<file path="config.mk">
export PLATFORM = sky130hd
export DESIGN_NAME = vx_gpr_fetch
export DESIGN_NICKNAME = d
export VERILOG_FILES = /design/src/rtl/vx_gpr_fetch.sv
export SDC_FILE = /design/constraint.sdc
export NUM_CORES = 1
export LEC_CHECK = 0
export ABC_CLOCK_PERIOD_IN_PS = 32400
export BUFFER_PORTS_ARGS = -buffer_cell sky130_fd_sc_hd__clkbuf_2
export CORE_AREA = 2 2 379 381
export DETAILED_ROUTE_END_ITERATION = 8
export DIE_AREA = 0 0 381 383
export PLACE_DENSITY_LB_ADDON = 0.25
export SYNTH_ARGS = -nofsm -noshare
export SYNTH_HDL_FRONTEND = slang
export SYNTH_SLANG_ARGS = --single-unit
</file>
<file path="constraint.sdc">
create_clock -name clk_i -period 32.4 [get_ports clk_i]
set_input_delay 1.62 -clock clk_i [delete_from_list [all_inputs] [get_ports clk_i]]
set_output_delay 1.62 -clock clk_i [all_outputs]
set_load 0.05 [all_outputs]
</file>
<file path="src/rtl/vx_gpr_fetch.sv">
// Operand fetch stage: issues register-file reads, merges same-cycle writeback
// forwarding and zero-register handling, and buffers operands in a 2-entry FIFO.
module vx_gpr_fetch #(
  parameter int NUM_THREADS = 4,
  parameter int NUM_WARPS   = 4,
  parameter int METAW       = 8,
  parameter int WIDW        = (NUM_WARPS > 1) ? $clog2(NUM_WARPS) : 1
) (
  input  logic                     clk_i,
  input  logic                     reset_i,
  input  logic                     in_valid_i,
  output logic                     in_ready_o,
  input  logic [WIDW-1:0]          in_wid_i,
  input  logic [NUM_THREADS-1:0]   in_tmask_i,
  input  logic [4:0]               in_rs1_i,
  input  logic [4:0]               in_rs2_i,
  input  logic [4:0]               in_rs3_i,
  input  logic [METAW-1:0]         in_meta_i,
  output logic [WIDW-1:0]          gpr_req_wid_o,
  output logic [4:0]               gpr_req_rs1_o,
  output logic [4:0]               gpr_req_rs2_o,
  output logic [4:0]               gpr_req_rs3_o,
  input  logic [NUM_THREADS*32-1:0] gpr_rsp_rs1_data_i,
  input  logic [NUM_THREADS*32-1:0] gpr_rsp_rs2_data_i,
  input  logic [NUM_THREADS*32-1:0] gpr_rsp_rs3_data_i,
  input  logic                     wb_valid_i,
  input  logic [WIDW-1:0]          wb_wid_i,
  input  logic [4:0]               wb_rd_i,
  input  logic [NUM_THREADS-1:0]   wb_tmask_i,
  input  logic [NUM_THREADS*32-1:0] wb_data_i,
  output logic                     out_valid_o,
  input  logic                     out_ready_i,
  output logic [WIDW-1:0]          out_wid_o,
  output logic [NUM_THREADS-1:0]   out_tmask_o,
  output logic [METAW-1:0]         out_meta_o,
  output logic [NUM_THREADS*32-1:0] out_rs1_data_o,
  output logic [NUM_THREADS*32-1:0] out_rs2_data_o,
  output logic [NUM_THREADS*32-1:0] out_rs3_data_o
);

  logic in_fire;
  logic out_fire;
  logic push;
  logic wb_hit;
  logic [2:0] occ;

  logic [4:0]                src_rs   [3];
  logic [NUM_THREADS*32-1:0] rsp_data [3];
  logic [NUM_THREADS-1:0]    fwd_mask [3];
  logic [NUM_THREADS*32-1:0] cap_data [3];

  // request-to-response stage
  logic                      inflight_q;
  logic [WIDW-1:0]           st_wid_q;
  logic [NUM_THREADS-1:0]    st_tmask_q;
  logic [METAW-1:0]          st_meta_q;
  logic [2:0]                st_zero_q;
  logic [NUM_THREADS-1:0]    st_fwd_q [3];
  logic [NUM_THREADS*32-1:0] st_wb_data_q;

  // output FIFO
  logic [WIDW-1:0]           fifo_wid_q   [2];
  logic [NUM_THREADS-1:0]    fifo_tmask_q [2];
  logic [METAW-1:0]          fifo_meta_q  [2];
  logic [NUM_THREADS*32-1:0] fifo_data_q  [2][3];
  logic                      wr_ptr_q;
  logic                      rd_ptr_q;
  logic [1:0]                count_q;
  logic [1:0]                count_d;

  assign gpr_req_wid_o = in_wid_i;
  assign gpr_req_rs1_o = in_rs1_i;
  assign gpr_req_rs2_o = in_rs2_i;
  assign gpr_req_rs3_o = in_rs3_i;

  assign src_rs[0]   = in_rs1_i;
  assign src_rs[1]   = in_rs2_i;
  assign src_rs[2]   = in_rs3_i;
  assign rsp_data[0] = gpr_rsp_rs1_data_i;
  assign rsp_data[1] = gpr_rsp_rs2_data_i;
  assign rsp_data[2] = gpr_rsp_rs3_data_i;

  assign out_valid_o = (count_q != 2'd0);
  assign out_fire    = out_valid_o & out_ready_i;
  // Credit covers both buffered entries and the response still on its way.
  assign occ         = {1'b0, count_q} + {2'b00, inflight_q} - {2'b00, out_fire};
  assign in_ready_o  = (occ < 3'd2);
  assign in_fire     = in_valid_i & in_ready_o;
  assign push        = inflight_q;

  assign wb_hit = wb_valid_i && (wb_rd_i != 5'd0) && (wb_wid_i == in_wid_i);

  always_comb begin
    for (int s = 0; s < 3; s++) begin
      fwd_mask[s] = '0;
      if (wb_hit && (wb_rd_i == src_rs[s])) fwd_mask[s] = wb_tmask_i;
    end
  end

  always_comb begin
    for (int s = 0; s < 3; s++) begin
      cap_data[s] = rsp_data[s];
      for (int l = 0; l < NUM_THREADS; l++) begin
        if (st_zero_q[s])       cap_data[s][l*32 +: 32] = 32'h0;
        else if (st_fwd_q[s][l]) cap_data[s][l*32 +: 32] = st_wb_data_q[l*32 +: 32];
      end
    end
  end

  always_ff @(posedge clk_i) begin
    if (reset_i) inflight_q <= 1'b0;
    else         inflight_q <= in_fire;
  end

  always_ff @(posedge clk_i) begin
    if (in_fire) begin
      st_wid_q     <= in_wid_i;
      st_tmask_q   <= in_tmask_i;
      st_meta_q    <= in_meta_i;
      st_wb_data_q <= wb_data_i;
      for (int s = 0; s < 3; s++) begin
        st_zero_q[s] <= (src_rs[s] == 5'd0);
        st_fwd_q[s]  <= fwd_mask[s];
      end
    end
  end

  always_comb begin
    count_d = count_q;
    case ({push, out_fire})
      2'b10:   count_d = count_q + 2'd1;
      2'b01:   count_d = count_q - 2'd1;
      default: count_d = count_q;
    endcase
  end

  always_ff @(posedge clk_i) begin
    if (reset_i) begin
      wr_ptr_q <= 1'b0;
      rd_ptr_q <= 1'b0;
      count_q  <= 2'd0;
    end else begin
      if (push)     wr_ptr_q <= ~wr_ptr_q;
      if (out_fire) rd_ptr_q <= ~rd_ptr_q;
      count_q <= count_d;
    end
  end

  always_ff @(posedge clk_i) begin
    if (push && !reset_i) begin
      fifo_wid_q[wr_ptr_q]   <= st_wid_q;
      fifo_tmask_q[wr_ptr_q] <= st_tmask_q;
      fifo_meta_q[wr_ptr_q]  <= st_meta_q;
      for (int s = 0; s < 3; s++) fifo_data_q[wr_ptr_q][s] <= cap_data[s];
    end
  end

  assign out_wid_o      = fifo_wid_q[rd_ptr_q];
  assign out_tmask_o    = fifo_tmask_q[rd_ptr_q];
  assign out_meta_o     = fifo_meta_q[rd_ptr_q];
  assign out_rs1_data_o = fifo_data_q[rd_ptr_q][0];
  assign out_rs2_data_o = fifo_data_q[rd_ptr_q][1];
  assign out_rs3_data_o = fifo_data_q[rd_ptr_q][2];

endmodule

</file>
==> metrics.md, run 1 <==
| Metric | Value |
|---|---|
| Dpl ws | `26.78 ns` |
| TritonRoute pass-1 iters | `5` |
| Met3 Use GR | `0.0592` |
| Final Hold Vio Count | `0` |
| GR Layer Usage met2 | `0.297` |
| Mapped Area | `39800 sq um` |
| First-pass GRT wire length | `187 mm` |
| Antenna violations before repair | `38` |
| Most used routing layer | `met2` |
| Syn_area_per_cell | `17.0 sq um` |
| Vias per cell | `4.53` |
| Fin crit period | `6.28 ns` |
| Area Overhead vs Synth | `25.7%` |
| Clock root buffer | `clkbuf_16` |
| Total congestion overflow | `0` |
| Post-Syn Nets | `2909` |
| Post-synthesis sequential area ratio | `0.722` |
| Hold Buf Count CTS | `0` |
| Top-area cell type share of the netlist area | `0.719` |
| Max frequency | `159 MHz` |
| Crit-path max cell delay | `0.84 ns` |
| CTS sink cnt | `959` |
| Status | `finished clean` |
| Core area | `142000 sq um` |
| Setup ws final | `26.12 ns` |
| Unrepaired setup endpoints after global routing | `no` |
| Area contributors post-synth | `edfxtp_1 (72%), mux2_2 (10%), mux2i_1 (9.7%)` |
| Worst setup SP type | `flop` |
| Largest net degree at the start of global routing | `141` |
| Leak pwr | `19.0 nW` |
| Residual DRC | `0` |
| Reg2reg start | `inflight_q` |
| Crit end category | `output port` |
| Worst Hold Class | `flop to flop` |
| Post-CTS Setup Bufs | `0` |
| Total Routing Usage GR | `0.180` |
| Slowest CP cell | `dfxtp_4` |
| Number of flops mapped to enable cells by yosys | `953` |
| Crit path arrival time | `4.66 ns` |
| CTS tree | `yes` |
| Max clock buf depth | `3` |
| Hold depth | `0` |
| Final cell count without fillers | `5331` |
| FF-to-FF setup slack | `28.22 ns` |
| Worst-Margin Slew | `1.04 ns` |
| Vias in the first global route | `25093` |
| Period utilisation layout | `0.194` |
| CP Class | `flop to output port` |
| I/O Buffers | `973` |
| Crit path cell chain | `buf_4 -> buf_4 -> buf_4 -> mux2_2 -> clkbuf_2` |
| Die ar. | `146000 sq um` |
| Mapped Cells | `2349` |
| Max-slew violations | `0` |
| Cell area power density | `100 nW/um^2` |
| Clk Latency, worst-skew pair | `0.70 ns` |
| Die Y | `383 microns` |
| Gpl congestion | `0.889` |
| DP Cell Count | `5115` |
| Starting Density | `0.280` |
| Rows | `139` |
| Fin nets | `3881` |
| Post-DP HPWL | `96.9 mm` |
| Critical Path Fanout Max | `75` |
| Fin Setup TNS | `0 ns` |
| Final ANT Viol Nets | `0` |
| Post-synth top cells | `edfxtp_1 (953), nor2_1 (391), mux2i_1 (384)` |
| Length in cells of the worst reg-to-reg path | `6` |
| Required @ worst endpoint | `30.78 ns` |
| Filler instances | `13997` |
| WL/cell | `25.5 microns` |
| GRT met1 Usage | `0.218` |
| Critical Path End | `out_rs1_data_o[47]` |
| Clk_skew | `0.0210 ns` |
| Worst R2R End | `fifo_data_q[0][221]` |
| Synthesized flop and latch total | `959` |
| Rel. slew slack | `0.304` |
| H-tree levels | `3` |
| Synth Flop Type | `edfxtp_1` |
| Final Util | `0.352` |
| Die width | `381 microns` |
| Layout cells sized above 1 | `0.451` |
| Drt total wl | `136 mm` |
| Library cells used by synthesis | `30` |
| Peak supply drop | `126 uV` |
| Post-CTS sizing | `0` |
| Worst-path clk slew | `0.06 ns` |
| Max Cap Violations | `0` |
| Vias | `24154` |
| Most frequent CP cell | `buf_4` |
| DRT iter0 DRCs | `1483` |
| Final setup viols | `0` |
| Asr flop ratio synth | `0` |
| Io pins | `974` |
| Yosys top cell by area | `edfxtp_1` |
| Synth warn | `0` |
| Cell with the most instances after synthesis | `edfxtp_1` |
| CTS Buf Count | `107` |
[state kept, by name, summed over array words and instances, names as in the netlist, 2 cells and up, named ones only]
register,cells
count_q,2
fifo_data_q,768
fifo_meta_q,16
fifo_tmask_q,8
fifo_wid_q,4
st_fwd_q,12
st_meta_q,8
st_tmask_q,4
st_wb_data_q,128
st_wid_q,2
st_zero_q,3
[layer usage]
layer | vias up | routed length (microns) | share of wire
li1 | 10825 | - | -
met1 | 12102 | 53900 | 0.40
met2 | 955 | 65600 | 0.48
met3 | 248 | 10900 | 0.081
met4 | 24 | 5250 | 0.039
met5 | - | 150 | 0.0011
[worst max-delay path: cells and delay by family, from the launching register on]
family	cells	cell delay (ns)
flops	1	0.84
buf+inv	4	2.48
mux	1	0.43
[layout by cell type (no fill, tap or decap), types with 5 or more instances in the layout]
| master | count |
|---|---|
| buf_4 | 41 |
| bufinv_16 | 6 |
| clkbuf_1 | 26 |
| clkbuf_16 | 109 |
| clkbuf_2 | 973 |
| clkinv_1 | 25 |
| clkinv_2 | 12 |
| clkinvlp_4 | 6 |
| dfxtp_1 | 5 |
| diode_2 | 21 |
| edfxtp_1 | 953 |
| inv_6 | 5 |
| mux2_1 | 32 |
| mux2_2 | 366 |
| mux2i_1 | 384 |
| nand4_1 | 6 |
| nor2_1 | 391 |
| nor3_1 | 12 |
| xnor2_1 | 21 |
[worst min-delay path by stage]
stage	endpoint	slack, ns	start
after floorplan	fifo_meta_q[0][0]	0.42	st_meta_q[0]
after global placement	fifo_meta_q[0][5]	0.42	st_meta_q[5]
after detailed placement	fifo_meta_q[0][5]	0.43	st_meta_q[5]
after CTS	fifo_meta_q[0][3]	0.44	st_meta_q[3]
after global routing	fifo_wid_q[0][1]	0.45	st_wid_q[1]
final	fifo_meta_q[1][0]	0.44	st_meta_q[0]
[stage by stage]
stage / hold WS, ns / total power, mW / cell area (sq um)
floorplan: 0.421 / 3.40 / 39800
global placement: 0.423 / 3.89 / 46600
detailed placement: 0.431 / 3.90 / 46600
CTS: 0.440 / 5.09 / 50000
global route: 0.451 / 5.24 / 50000
finish: 0.443 / 5.02 / 50000
[kinds of logic after synthesis]
kind of cell / after synthesis / synth area share
AOI/OAI and AO/OA: 7 / 0.00132
DFF: 959 / 0.722
adders and majority gates: 3 / 0.00113
and+or+nand+nor: 421 / 0.0414
buffers and inverters: 155 / 0.0207
xor gates and xnor gates: 22 / 0.00484
muxes: 782 / 0.209
[layout make-up]
class	instances	area, sq um	area share
inverters	2	7.51	0.000150
multi-input cells	1235	10300	0.205
repair buffers	1016	5220	0.104
diodes	21	52.6	0.00105
well taps	1903	2380	0.0476
clock inverters	60	543	0.0109
flip-flops and latches	959	28700	0.574
clock buffers	135	2830	0.0565
[power by group]
group | switching [mW] | total [mW] | leakage (nW) | internal (mW)
clock | 0.504 | 1.17 | 1.62 | 0.667
sequential | 0.137 | 1.91 | 8.86 | 1.78
combinational | 1.41 | 1.93 | 8.56 | 0.523
Note: power is estimated with default switching activity, not from simulation.
==> run 2: changes to the inputs <==
ABC_CLOCK_PERIOD_IN_PS = 6100   (was 32400)
clock period = 6.1 ns   (was 32.4 ns; I/O delays follow)
==> run 2 against run 1 <==
  * Sequential power rose to 5.3 times the previous value
  * Largest cell class unchanged
  * Critical path depth down 2
  * Hold slack worse by 0.39 ns
  * Critical endpoint is now out_rs2_data_o[77]
  * Final area up 10%
==> metrics.md, run 2 (synthesis results as in run 1) <==
| Metric | Value |
|---|---|
| Cell area power density | `494 nW/um^2` |
| WL/cell | `23.5 microns` |
| Worst setup SP type | `flop` |
| Worst Hold Class | `primary input to flop` |
| H-tree levels | `3` |
| Vias in the first global route | `27498` |
| Vias | `26075` |
| Unrepaired setup endpoints after global routing | `no` |
| Dpl cell area | `46800 sq um` |
| Most used routing layer | `met2` |
| CTS sink cnt | `959` |
| Largest net degree at the start of global routing | `138` |
| Final Hold Vio Count | `0` |
| Io pins | `974` |
| Clock root buffer | `clkbuf_16` |
| Gpl congestion | `0.852` |
| Max Cap Violations | `0` |
| Post-DP HPWL | `92.7 mm` |
| Clk Latency, worst-skew pair | `0.72 ns` |
| Peak supply drop | `295 uV` |
| Most frequent cells in the layout | `clkbuf_2 (973), edfxtp_1 (953), dlygate4sd3_1 (500)` |
| Critical Path Fanout Max | `120` |
| Period utilisation layout | `0.578` |
| Clk_skew | `0.0261 ns` |
| Max-slew violations | `0` |
| Status | `finished clean` |
| Filler instances | `13661` |
| I/O Buffers | `973` |
| CTS tree | `yes` |
| Drt total wl | `137 mm` |
| Final ANT Viol Nets | `0` |
| Met3 Use GR | `0.0550` |
| Fin area | `55200 sq um` |
| Rel. slew slack | `0.277` |
| TritonRoute pass-1 iters | `5` |
| Leak pwr | `21.2 nW` |
| GRT met1 Usage | `0.218` |
| Post-CTS sizing | `0` |
| Rows | `139` |
| Die Y | `383 microns` |
| Hold_ws | `0.0544 ns` |
| Vias per cell | `4.48` |
| Crit path cell chain | `buf_12 -> mux2_2 -> clkbuf_2` |
| Slowest CP cell | `dfxtp_4` |
| Required @ worst endpoint | `5.79 ns` |
| Area Overhead vs Synth | `38.6%` |
| First-pass GRT wire length | `192 mm` |
| Worst-path clk slew | `0.07 ns` |
| Total Routing Usage GR | `0.182` |
| Crit-path max cell delay | `0.94 ns` |
| Layout cells sized above 1 | `0.395` |
| Max clock buf depth | `3` |
| Flip-flop count of the largest register after layout | `768` |
| Antenna violations before repair | `20` |
| Fin crit period | `3.53 ns` |
| Setup ws final | `2.57 ns` |
| Core area | `142000 sq um` |
| Dpl ws | `2.96 ns` |
| Top reg by flops | `fifo_data_q` |
| Crit path arrival time | `3.22 ns` |
| Final setup viols | `0` |
| Critical path buffer and inverter count | `2` |
| Delay-heaviest family, CP | `flip-flops` |
| Fin nets | `4389` |
| GR Layer Usage met2 | `0.306` |
| Largest registers | `fifo_data_q (768), st_wb_data_q (128), fifo_meta_q (16)` |
| Crit end category | `output port` |
| Die width | `381 microns` |
| Total congestion overflow | `0` |
| Worst-Margin Slew | `1.08 ns` |
| Die ar. | `146000 sq um` |
| Final Util | `0.388` |
| CP Class | `flop to output port` |
| Starting Density | `0.280` |
| DRT iter0 DRCs | `1458` |
| PnR Total Power | `27.2 mW` |
| Max frequency | `283 MHz` |
| Residual DRC | `0` |
| Leading cell type in the layout, fill and taps excluded | `clkbuf_2` |
| CTS Buf Count | `108` |
[run 2: changes by cell type in the layout (fill, tap and decap cells not counted), moves of 2 or more]
cell and delta:
clkbuf_16 +2, diode_2 -14, clkbuf_1 +6, buf_12 +7
clkinvlp_4 -2, dlygate4sd3_1 +500, inv_6 -4, clkinv_1 -5
clkinv_2 +3
[run 2: repair_timing]
action,4_1_cts,5_1_grt
setup buffers,0,0
hold endpoints to repair,850,0
hold buffers,500,0
[run 2: worst min-delay path: stages]
cell      delay [ns]
clkbuf_2        0.12
mux2i_1         0.09
nor2_1          0.13
[run 2: worst paths after layout]
check / endpoint / slack, ns / cells after the start / start
setup / recovery: out_rs2_data_o[77] / 2.57 / 3 / flop
hold reg to reg: fifo_meta_q[1][6] / 0.44 / 0 / st_meta_q[6]
hold / removal: fifo_data_q[1][349] / 0.05 / 3 / gpr_rsp_rs1_data_i[93]
setup reg to reg: st_wb_data_q[71] / 2.97 / 7 / count_q[1]
[run 2: area by class of cell]
class,count,area [sq um],area share
Antenna cell,7,17.5,0.000317
Timing Repair Buffer,1523,10400,0.188
Sequential cell,959,28700,0.521
Clock buffer,143,2900,0.0525
Tap cell,1903,2380,0.0431
Clock inverter,53,503,0.00911
Inverter,2,10.0,0.000181
Multi-Input combinational cell,1235,10300,0.186
[run 2: metrics by stage]
step / cells / setup TNS (ns)
floorplan: 2349 / -3566.90
global placement: 5122 / 0
detailed placement: 5122 / 0
CTS: 5818 / 0
global route: 5823 / 0
finish: 5825 / 0
[run 2: power breakdown]
part	internal (mW)	total, mW	switching [mW]
Clock	3.60	6.34	2.74
Combinational	3.04	10.8	7.76
Sequential	9.43	10.1	0.680
[run 2: routing by layer]
| metal | vias up | part of all wire |
|---|---|---|
| li1 | 11819 | - |
| met1 | 13077 | 0.40 |
| met2 | 944 | 0.49 |
| met3 | 223 | 0.077 |
| met4 | 12 | 0.034 |
| met5 | - | 0.00057 |
==> run 3: changes to the inputs <==
ABC_CLOCK_PERIOD_IN_PS = 2900   (was 6100)
clock period = 2.9 ns   (was 6.1 ns; I/O delays follow)
==> run 3 against run 2 <==
  * Cell count is 1.3% higher
  * Wire length is 0.53% higher
  * Highest routed layer unchanged
  * Via count is 2.2% higher
  * Largest power group unchanged
  * Global-route usage is 0.082 points higher
  * Hold slack better by 0.056 ns
  * Non-clock buffer count is 79 higher
==> metrics.md, run 3 (synthesis results as in run 1) <==
| Metric | Value |
|---|---|
| Status | `finished clean` |
| Max clock buf depth | `3` |
| Die ar. | `146000 sq um` |
| Vias in the first global route | `27846` |
| Residual DRC | `0` |
| Io pins | `974` |
| Gpl congestion | `0.868` |
| Starting Density | `0.280` |
| Max-slew violations | `0` |
| Crit-path max cell delay | `0.36 ns` |
| Vias per cell | `4.52` |
| Dpl ws | `0.217 ns` |
| Crit path arrival time | `2.63 ns` |
| Drt total wl | `138 mm` |
| Delay-heaviest family, CP | `adder cells` |
| CTS Buf Count | `106` |
| I/O Buffers | `973` |
| Length in cells of the worst reg-to-reg path | `8` |
| CTS tree | `yes` |
| Final Hold Vio Count | `0` |
| Clk Latency, worst-skew pair | `0.74 ns` |
| Hold_ws | `0.111 ns` |
| TritonRoute pass-1 iters | `5` |
| Peak supply drop | `883 uV` |
| Critical path buffer and inverter count | `1` |
| First-pass GRT wire length | `194 mm` |
| Antenna violations before repair | `8` |
| Leading cell type in the layout, fill and taps excluded | `clkbuf_2` |
| Crit end category | `output port` |
| Worst-Margin Slew | `0.686 ns` |
| Total Routing Usage GR | `0.183` |
| Max frequency | `360 MHz` |
| Max Cap Violations | `0` |
| Final Util | `0.395` |
| Worst setup SP type | `flop` |
| Largest net degree at the start of global routing | `76` |
| Total congestion overflow | `0` |
| Layout cells sized above 1 | `0.398` |
| Leak pwr | `21.7 nW` |
| Fin area | `56200 sq um` |
| Final ANT Viol Nets | `0` |
| H-tree levels | `3` |
| WL/cell | `23.3 microns` |
| Top reg by flops | `fifo_data_q` |
| Fin Setup TNS | `0 ns` |
| Post-DP HPWL | `95.2 mm` |
| Rows | `139` |
| DRT iter0 DRCs | `1249` |
| Setup ws final | `0.123 ns` |
| Clk_skew | `0.0572 ns` |
| Fin crit period | `2.78 ns` |
| Unrepaired setup endpoints after global routing | `no` |
| Vias | `26657` |
| Cell count along the critical path | `7` |
| Worst Hold Class | `primary input to flop` |
| Hold depth | `3` |
| Cell area power density | `1030 nW/um^2` |
| Clock root buffer | `clkbuf_16` |
| Dpl cell area | `47400 sq um` |
| Critical Path Fanout Max | `6` |
| Die width | `381 microns` |
| Rel. slew slack | `0.539` |
| Required @ worst endpoint | `2.76 ns` |
| Final setup viols | `0` |
| Area Overhead vs Synth | `41.1%` |
| Largest registers | `fifo_data_q (768), st_wb_data_q (128), fifo_meta_q (16)` |
| Fin nets | `4466` |
| Most frequent cells in the layout | `clkbuf_2 (972), edfxtp_1 (953), dlygate4sd3_1 (541)` |
| Flip-flop count of the largest register after layout | `768` |
| Period utilisation layout | `0.958` |
| Worst-path clk slew | `0.06 ns` |
| Slowest CP cell | `dfxtp_2` |
| Core area | `142000 sq um` |
| Die Y | `383 microns` |
| CTS sink cnt | `959` |
| Crit path cell chain | `o21a_1 -> ha_1 -> nand2b_1 -> fa_2 -> xnor2_2 -> and2_4 -> buf_8` |
| CP Class | `flop to output port` |
## run 3: layout make-up
class / instances / area [sq um]
fillers: 13451 / 86100
flip-flops and latches: 959 / 28700
repair buffers: 1602 / 11400
multi-input cells: 1235 / 10300
clock buffers: 136 / 2790
well taps: 1903 / 2380
clock inverters: 60 / 549
diodes: 6 / 15.0
inverters: 2 / 7.51
## run 3: final timing paths
check	from	to	slack [ns]
worst min register to register	st_meta_q[6]	fifo_meta_q[0][6]	0.45
worst max register to register	count_q[1]	st_wb_data_q[66]	0.21
worst min-delay path	wb_rd_i[0]	st_fwd_q[0][7]	0.11
worst max-delay path	count_q[1]	in_ready_o	0.12
## run 3: metal layers
layer  wire, microns  global-route usage  vias up
li1                -                   -    11990
met1           56500               0.225    13457
met2           67500               0.307      963
met3            8140              0.0406      243
met4            5640              0.0807        4
met5              19                   0        -
## run 3: report_power, final
part	switching [mW]	internal, mW
clock	5.66	7.34
combinational	16.4	7.09
sequential	1.52	19.8
total	23.6	34.2
## run 3: timing repair
item / CTS / global route
setup endpoints to repair: 1 / 1
setup buffers: 0 / 3
endpoints found under the hold margin: 937 / 0
resized for setup: 6 / 2
pin swaps: 0 / 3
cloned: 0 / 0
hold buffers: 541 / 0
## run 3: tightest hold or removal path, stage by stage
cell and delay (ns):
clkbuf_2 0.28, o21ai_2 0.12, nor3_1 0.13
## run 3: through the flow
step                power (mW)  std cells
floorplan                 29.6       2349
global placement          44.5       5157
detailed placement        44.7       5157
CTS                       58.5       5894
global route              60.2       5900
finish                    57.8       5903
